### src/rtl/psad_min_collector.sv
`default_nettype none
// psad_min_collector: sums per-candidate partial SADs over a search window and reports the minimum SAD and its index.
// Rev 1.0
module psad_min_collector #(
   parameter int PIXELS_IN_BATCH = 16,
   parameter int EDGE_LEN        = 8,
   parameter int PSAD_BIT_WIDTH  = 11,
   parameter int NUM_BATCHES     = 16,
   parameter int SAD_WIDTH       = PSAD_BIT_WIDTH + $clog2(EDGE_LEN),
   parameter int IDX_WIDTH       = $clog2(NUM_BATCHES * PIXELS_IN_BATCH)
) (
   input  logic                                          clk,
   input  logic                                          rst,
   input  logic                                          start,
   input  logic                                          addend_valid,
   input  logic [PSAD_BIT_WIDTH*EDGE_LEN*PIXELS_IN_BATCH-1:0] psad_addend_batch,
   input  logic                                          result_ready,
   output logic                                          busy,
   output logic                                          result_valid,
   output logic [SAD_WIDTH-1:0]                          best_sad,
   output logic [IDX_WIDTH-1:0]                          best_index
);

   localparam int BATCH_W = (NUM_BATCHES > 1) ? $clog2(NUM_BATCHES) : 1;

   typedef enum logic [1:0] {IDLE, RUN, DRAIN, DONE} state_t;

   state_t               state;
   logic [BATCH_W-1:0]   beat_cnt;
   logic                 accept;

   logic                 s1_valid;
   logic [BATCH_W-1:0]   s1_batch;
   logic [SAD_WIDTH-1:0] s1_sum  [PIXELS_IN_BATCH];
   logic [SAD_WIDTH-1:0] lane_sum[PIXELS_IN_BATCH];

   logic [SAD_WIDTH-1:0] batch_min;
   logic [IDX_WIDTH-1:0] batch_idx;
   logic [SAD_WIDTH-1:0] run_min;
   logic [IDX_WIDTH-1:0] run_idx;

   assign accept = (state == RUN) && addend_valid;

   always_comb begin
      for (int p = 0; p < PIXELS_IN_BATCH; p++) begin
         lane_sum[p] = '0;
         for (int c = 0; c < EDGE_LEN; c++) begin
            lane_sum[p] = lane_sum[p] + SAD_WIDTH'(psad_addend_batch[(c*PIXELS_IN_BATCH+p)*PSAD_BIT_WIDTH +: PSAD_BIT_WIDTH]);
         end
      end
   end

   // Strict less-than in ascending p keeps the lowest candidate on ties.
   always_comb begin
      batch_min = s1_sum[0];
      batch_idx = IDX_WIDTH'(s1_batch) * IDX_WIDTH'(PIXELS_IN_BATCH);
      for (int p = 1; p < PIXELS_IN_BATCH; p++) begin
         if (s1_sum[p] < batch_min) begin
            batch_min = s1_sum[p];
            batch_idx = IDX_WIDTH'(s1_batch) * IDX_WIDTH'(PIXELS_IN_BATCH) + IDX_WIDTH'(p);
         end
      end
   end

   always_ff @(posedge clk) begin
      if (accept) begin
         s1_sum <= lane_sum;
      end
   end

   always_ff @(posedge clk or posedge rst) begin
      if (rst) begin
         s1_valid <= 1'b0;
         s1_batch <= '0;
      end else begin
         s1_valid <= accept;
         if (accept) begin
            s1_batch <= beat_cnt;
         end
      end
   end

   // Running minimum: an earlier batch keeps the win on an equal SAD.
   always_ff @(posedge clk or posedge rst) begin
      if (rst) begin
         run_min <= '1;
         run_idx <= '0;
      end else if (state == IDLE && start) begin
         run_min <= '1;
         run_idx <= '0;
      end else if (s1_valid && (batch_min < run_min)) begin
         run_min <= batch_min;
         run_idx <= batch_idx;
      end
   end

   always_ff @(posedge clk or posedge rst) begin
      if (rst) begin
         state        <= IDLE;
         busy         <= 1'b0;
         result_valid <= 1'b0;
         best_sad     <= '0;
         best_index   <= '0;
         beat_cnt     <= '0;
      end else begin
         case (state)
            IDLE: begin
               if (start) begin
                  state    <= RUN;
                  busy     <= 1'b1;
                  beat_cnt <= '0;
               end
            end
            RUN: begin
               if (addend_valid) begin
                  beat_cnt <= beat_cnt + BATCH_W'(1);
                  if (beat_cnt == BATCH_W'(NUM_BATCHES - 1)) begin
                     state <= DRAIN;
                  end
               end
            end
            DRAIN: begin
               // Stage-2 registers already hold the final minimum once stage 1 is empty.
               if (!s1_valid) begin
                  state        <= DONE;
                  result_valid <= 1'b1;
                  best_sad     <= run_min;
                  best_index   <= run_idx;
               end
            end
            DONE: begin
               if (result_ready) begin
                  state        <= IDLE;
                  busy         <= 1'b0;
                  result_valid <= 1'b0;
               end
            end
            default: begin
               state <= IDLE;
               busy  <= 1'b0;
            end
         endcase
      end
   end

endmodule
`default_nettype wire

### config.mk
export PLATFORM = sky130hd
export DESIGN_NAME = psad_min_collector
export DESIGN_NICKNAME = d
export VERILOG_FILES = /design/src/rtl/psad_min_collector.sv
export SDC_FILE = /design/constraint.sdc
export NUM_CORES = 2
export LEC_CHECK = 0
export ABC_CLOCK_PERIOD_IN_PS = 80800
export CAP_MARGIN = 20
export CORE_AREA = 2 2 562 564
export DETAILED_ROUTE_END_ITERATION = 10
export DIE_AREA = 0 0 564 566
export SYNTH_ARGS = -nofsm -noshare
export SYNTH_HDL_FRONTEND = slang
export SYNTH_SLANG_ARGS = --single-unit
export TNS_END_PERCENT = 5
### constraint.sdc
create_clock -name clk -period 80.8 [get_ports clk]
set_clock_uncertainty 0.05 [all_clocks]
set_input_delay 8.08 -clock clk [delete_from_list [all_inputs] [get_ports clk]]
set_output_delay 8.08 -clock clk [all_outputs]
set_load 0.02 [all_outputs]
Word level (Yosys, flattened, before mapping)
Cells that the tools add are included.
- $lt $le $gt $ge: 16
- equal/unequal tests: 9
- multiplexer cells: 48
- add/subtract/negate cells: 128
- bitwise gates (word level): 1
- reduce and logical (&&, ||, !) cells: 13
- operators with widths (cell ; count):
    adder 14 x 11 -> 14 bit ; 64
    2-to-1 mux 14 bit ; 17
    adder 13 x 11 -> 14 bit ; 16
    less-than comparator 14 bit ; 16
    adder 12 x 11 -> 13 bit ; 16
    adder 11 x 11 -> 12 bit ; 16
    2-to-1 mux 8 bit ; 17
    adder 8 x 4 -> 8 bit, second input constant ; 8
    adder 8 x 3 -> 8 bit, second input constant ; 4
    adder 8 x 2 -> 8 bit, second input constant ; 2
    2-to-1 mux 2 bit ; 5
    AND reduction 3 bit ; 3
    adder 8 x 1 -> 8 bit, second input constant ; 1
    2-to-1 mux 4 bit ; 2
    inequality test 2 bit, second input constant ; 4
    one-hot mux 2 bit (4 select lines) ; 1
    one-hot mux 4 bit (2 select lines) ; 1
    nonzero test 2 bit ; 4
    AND reduction 5 bit ; 1
    adder 4 x 1 -> 4 bit, second input constant ; 1
    == test 2 bit, second input constant ; 2
    == test 4 bit, second input constant ; 1
    one-hot mux 1 bit (2 select lines) ; 2
    logical AND 1 bit ; 3
    6 further kinds ; 8
- output and inout bits: 24
- logic and storage cells: 241
- register bits: 281

Depth between registers and ports, before layout
- word-level depth: 34
- gate-level depth with buffers: 200
- gate-level depth less buffers: 178

Worst setup path before layout
Ideal clock, no wire load.
- path type: flip-flop to flip-flop
- start point: register s1_sum[218] in the netlist's numbering
- end point: register run_idx[0]
- arrival: 32.811 ns
- required time: 80.671 ns
- cell stages (with the launch flop): 189
- path buffers: 22
- setup slack: 47.859 ns
- library setup time: 0.079 ns
- clock period less this slack: 32.941 ns
- cell sequence: edfxtp_1 -> inv_1 -> ha_1 -> nand2_1 -> o21a_1 -> o21ai_1 -> a21oi_4 -> buf_2 -> nor2_1 -> a21oi_1 -> ha_1 -> nand4_1 -> inv_1 -> o211ai_1 -> a31o_1 -> nor3_4 -> o21ai_2 -> nand2_1 -> (+153 left out) -> nand2b_1 -> a21oi_1 -> nor2b_1 -> o21ai_0 -> o311ai_0 -> o41ai_4 -> buf_4 -> mux2i_1 -> inv_1 -> ha_1 -> and3_1 -> a221o_1 -> a21o_1 -> a21o_1 -> a21oi_1 -> o221ai_1 -> nor3_2 -> mux2i_1
- longest elaborated chain between the ends: 33
- elaborated cells between the ends (all ways): 50
- RTL lines (what ; RTL line ; RTL):
    start: declaration ; 34 ; logic [SAD_WIDTH-1:0] s1_sum [PIXELS_IN_BATCH];
    start signal: assignment ; 67 ; s1_sum <= lane_sum;
    less-than comparator 14 bit ; 58 ; if (s1_sum[p] < batch_min) begin
    2-to-1 mux 14 bit ; 58 ;
    less-than comparator 14 bit ; 58 ;
    2-to-1 mux 14 bit ; 58 ;
    less-than comparator 14 bit ; 58 ;
    2-to-1 mux 14 bit ; 58 ;
    less-than comparator 14 bit ; 58 ;
    2-to-1 mux 14 bit ; 58 ;
    (+17 left out) ; - ;
    2-to-1 mux 14 bit ; 58 ;
    less-than comparator 14 bit ; 58 ;
    2-to-1 mux 14 bit ; 58 ;
    less-than comparator 14 bit ; 58 ;
    2-to-1 mux 14 bit ; 58 ;
    less-than comparator 14 bit ; 91 ; end else if (s1_valid && (batch_min < run_min)) begin
    logical AND 1 bit ; 91 ;
    nonzero test 2 bit (no line) ; - ;
    end signal: assignment ; 93 ; run_idx <= batch_idx;
    end: declaration ; 40 ; logic [IDX_WIDTH-1:0] run_idx;
Parallel ways exist; a longest one is shown, timed or not. The select of a mux whose other input is x is not followed.
A chain may end at the register's enable or synchronous reset.

Final worst setup path
- start point: register s1_sum[209] in the netlist's numbering
- end point: register run_min[6]
- longest elaborated chain between the ends: 33
- elaborated cells between the ends (all ways): 35
- RTL lines (what ; RTL line ; RTL):
    less-than comparator 14 bit ; 58 ;
    2-to-1 mux 14 bit (*) ; 58 ;
    less-than comparator 14 bit ; 58 ;
    2-to-1 mux 14 bit (*) ; 58 ;
    less-than comparator 14 bit ; 58 ;
    2-to-1 mux 14 bit (*) ; 58 ;
    less-than comparator 14 bit ; 58 ;
    2-to-1 mux 14 bit (*) ; 58 ;
    (+17 left out) ; - ;
    2-to-1 mux 14 bit (*) ; 58 ;
    less-than comparator 14 bit ; 58 ;
    2-to-1 mux 14 bit (*) ; 58 ;
    less-than comparator 14 bit ; 58 ;
    2-to-1 mux 14 bit (*) ; 58 ;
    less-than comparator 14 bit ; 91 ;
    logical AND 1 bit ; 91 ;
    nonzero test 2 bit (no line) ; - ;
    end signal: assignment ; 92 ; run_min <= batch_min;
    end: declaration ; 39 ; logic [SAD_WIDTH-1:0] run_min;
Every way passes the cells marked *; elsewhere a longest branch is shown, timed or not. The select of a mux whose other input is x is not followed.

==> flow_summary.json <==
{
  "worstSetupEndpointType": "register",
  "core_mm2": 0.313,
  "drv_cap": 0,
  "drtIter0Drc": 2220,
  "grt_pass1_wl_um": 354000,
  "clkSinkCount": 281,
  "htree_levels": 2,
  "synth.distinct_cells": 110,
  "cts_tree": "built",
  "seq_area_mm2": 0.00817,
  "antenna_found_initial": 265,
  "drc_errors": 0,
  "synth_top_area_share_pct": 41.0,
  "port_buffers": 1436,
  "fp.dieH_um": 566,
  "cts_buffer_depth": 3,
  "status": "finished clean",
  "insertion_delay_ps": 590,
  "fmax_mhz": 25.3,
  "vias": 40200,
  "synth_cells": 4994,
  "cp_slowest_stage_delay_ps": 860,
  "numCtsBuffers": 35,
  "multi_input_area_mm2": 0.0361,
  "synth_edf_count": 224,
  "io_pins": 1437,
  "wire_per_inst_um": 24.7,
  "setup_violations": 0,
  "hpwl_um": 248000,
  "hp-start": "best_sad[6]",
  "ys.flop_type": "edfxtp_1",
  "clk_pin_slew_ps": 60,
  "holdCritPathClass": "register to register",
  "dr.pass1.iters": 5,
  "min_period_ps": 39570,
  "ys_seq_elements": 281,
  "syn_area_per_cell_um2": 10.2,
  "gp_congestion": 0.996,
  "ant_nets": 0,
  "synth_xor_xnor_area_share_pct": 2.90,
  "yosysSeqAreaShare_pct": 16.1,
  "slew_viol_final": 0,
  "startpoint": "s1_sum[209]",
  "grt_max_degree": 63,
  "grt_use_total_pct": 16.4,
  "wl_um": 264000,
  "cts_root_buf": "clkbuf_16",
  "synthArstFlopShare_pct": 20.3,
  "finalHoldViolCount": 0,
  "arrival_ps": 40020,
  "syn_area_mm2": 0.0508,
  "fin_tns_setup_ps": 0,
  "synthSimpleGateAreaFrac_pct": 4.62,
  "layout_common_cells": "1652 x inv_1, 1436 x clkdlybuf4s50_1, 1040 x fa_1, 398 x ha_1, 299 x a21oi_1",
  "grt_pass1_vias": 42900,
  "period_share_pct": 49.0,
  "final_area_mm2": 0.0716,
  "synthAdderAreaFrac_pct": 50.9,
  "regToRegStartpoint": "s1_sum[209]",
  "n_fill_cell": 34100,
  "drive_gt1_share_pct": 2.96,
  "initial_utilization_pct": 16.2,
  "yosysWarningCount": 0,
  "cpMaxStageDelayCell": "nor2_1",
  "synth_compound_area_share_pct": 10.3,
  "syn_nets": 7845,
  "fin_nets": 9279,
  "worst_pin_slew_ps": 1040,
  "synthToLayoutAreaGrowth_pct": 40.9,
  "required_ps": 81240,
  "row_count": 206,
  "synth.area.mux_share_pct": 2.40,
  "hold_buffers": 0,
  "die_area_mm2": 0.319,
  "overflow": 0,
  "yosys-top-cells-area": "fa_1 41%, edfxtp_1 13%, inv_1 12%",
  "crit_fanout": 29,
  "yosys.area.top_type": "fa_1",
  "crit_path_frequent_cell": "a21oi_1",
  "rsz0062_at_grt": "false",
  "cp-start-kind": "register",
  "relSlewSlack_pct": 30.7,
  "postCtsSetupRepairBufs": 0,
  "ctsResizeCount": 0,
  "critPathKind": "register to register",
  "final_common_cell": "inv_1",
  "synth_top_family_by_area": "adder cells",
  "post_drt_via_cell_ratio": 3.76,
  "die_w_um": 564,
  "place_area_mm2": 0.0702
}
state kept, by name, indices dropped and copies added, names as in the netlist:
| signal | count |
|---|---|
| beat_cnt | 4 |
| s1_batch | 4 |
| run_idx | 8 |
| result_valid | 1 |
| state | 2 |
| s1_valid | 1 |
| run_min | 14 |
| s1_sum | 224 |
| busy | 1 |
| best_index | 8 |
| best_sad | 14 |
through the flow:
| stage | instances | utilization (%) | setup slack, ps | hold slack (ps) |
|---|---|---|---|---|
| after floorplan | 4994 | - | 47860 | 429 |
| after global placement | 10600 | 22.4 | 42150 | 414 |
| after detailed placement | 10600 | 22.4 | 41470 | 428 |
| after CTS | 10600 | 22.8 | 41400 | 442 |
| after global routing | 10600 | 22.8 | 37490 | 469 |
| final | 10700 | 22.8 | 41230 | 435 |
final cells by class:
cell class                 instances  share of cell area [%]
sequential                       281                    11.4
multi-input combinational       3008                    50.5
tap                             4160                    7.27
timing repair buffer            1448                    20.2
inverter                        1654                    8.68
clock inverter                    17                   0.329
antenna                           79                   0.276
clock buffer                      42                    1.33
cell families (layout without fill, tap and decap cells):
family | after synthesis | in the layout
AOI/OAI and AO/OA | 802 | 802
xor gates and xnor gates | 168 | 168
adders and majority gates | 1442 | 1442
buffers and inverters | 1705 | 3161
DFF | 281 | 281
muxes | 112 | 112
other | 0 | 79
and+or+nand+nor | 484 | 484
layer usage:
layer | global-route usage (%) | wire length [µm]
met5 | 0 | 614
met4 | 4.34 | 6510
met2 | 23.6 | 109000
met1 | 23.4 | 126000
met3 | 4.98 | 22300
synthesized netlist by cell type (8+ instances only):
library cell and count:
nor3_1 24, ha_1 398, xnor2_1 114, a31o_2 8, nand4_1 14, inv_1 1654
nand2b_1 35, o21ai_0 128, o21ai_1 14, edfxtp_1 224, fa_1 1040, a31oi_1 13
nor2_1 157, buf_2 10, mux2_2 57, clkbuf_1 20, nand3_1 28, dfrtp_1 43
a21o_1 72, nor2b_1 29, o21a_1 15, o221ai_1 19, o21bai_1 83, xor2_1 54
o211ai_1 16, o22ai_1 11, and2_1 8, dfstp_2 14, nand2_1 130, mux2i_1 50
buf_4 15, o2111ai_1 8, and3_1 16, a21oi_1 300, a211oi_1 8
path summary, 6_finish.rpt:
kind	to	slack, ps	depth (start not counted)
min in group asynchronous	best_sad[3]	7980	3
max in group asynchronous	run_idx[3]	72220	3
hold / removal	best_sad[6]	440	2
setup / recovery	run_min[6]	41230	167
hold reg to reg	best_sad[6]	440	2
setup reg to reg	run_min[6]	41230	167
worst max-delay path, delay by kind of cell, from the launching register on:
kind / cells / cell delay (ps)
compound gates: 86 / 19670
fa+ha+maj: 18 / 5280
buf+inv: 17 / 2460
flops: 1 / 400
mux: 7 / 2370
simple gates: 39 / 9170
Power is left out: the tool's default activity adds up to more than one toggle a clock period on the data nets, which glitch-free logic cannot reach.
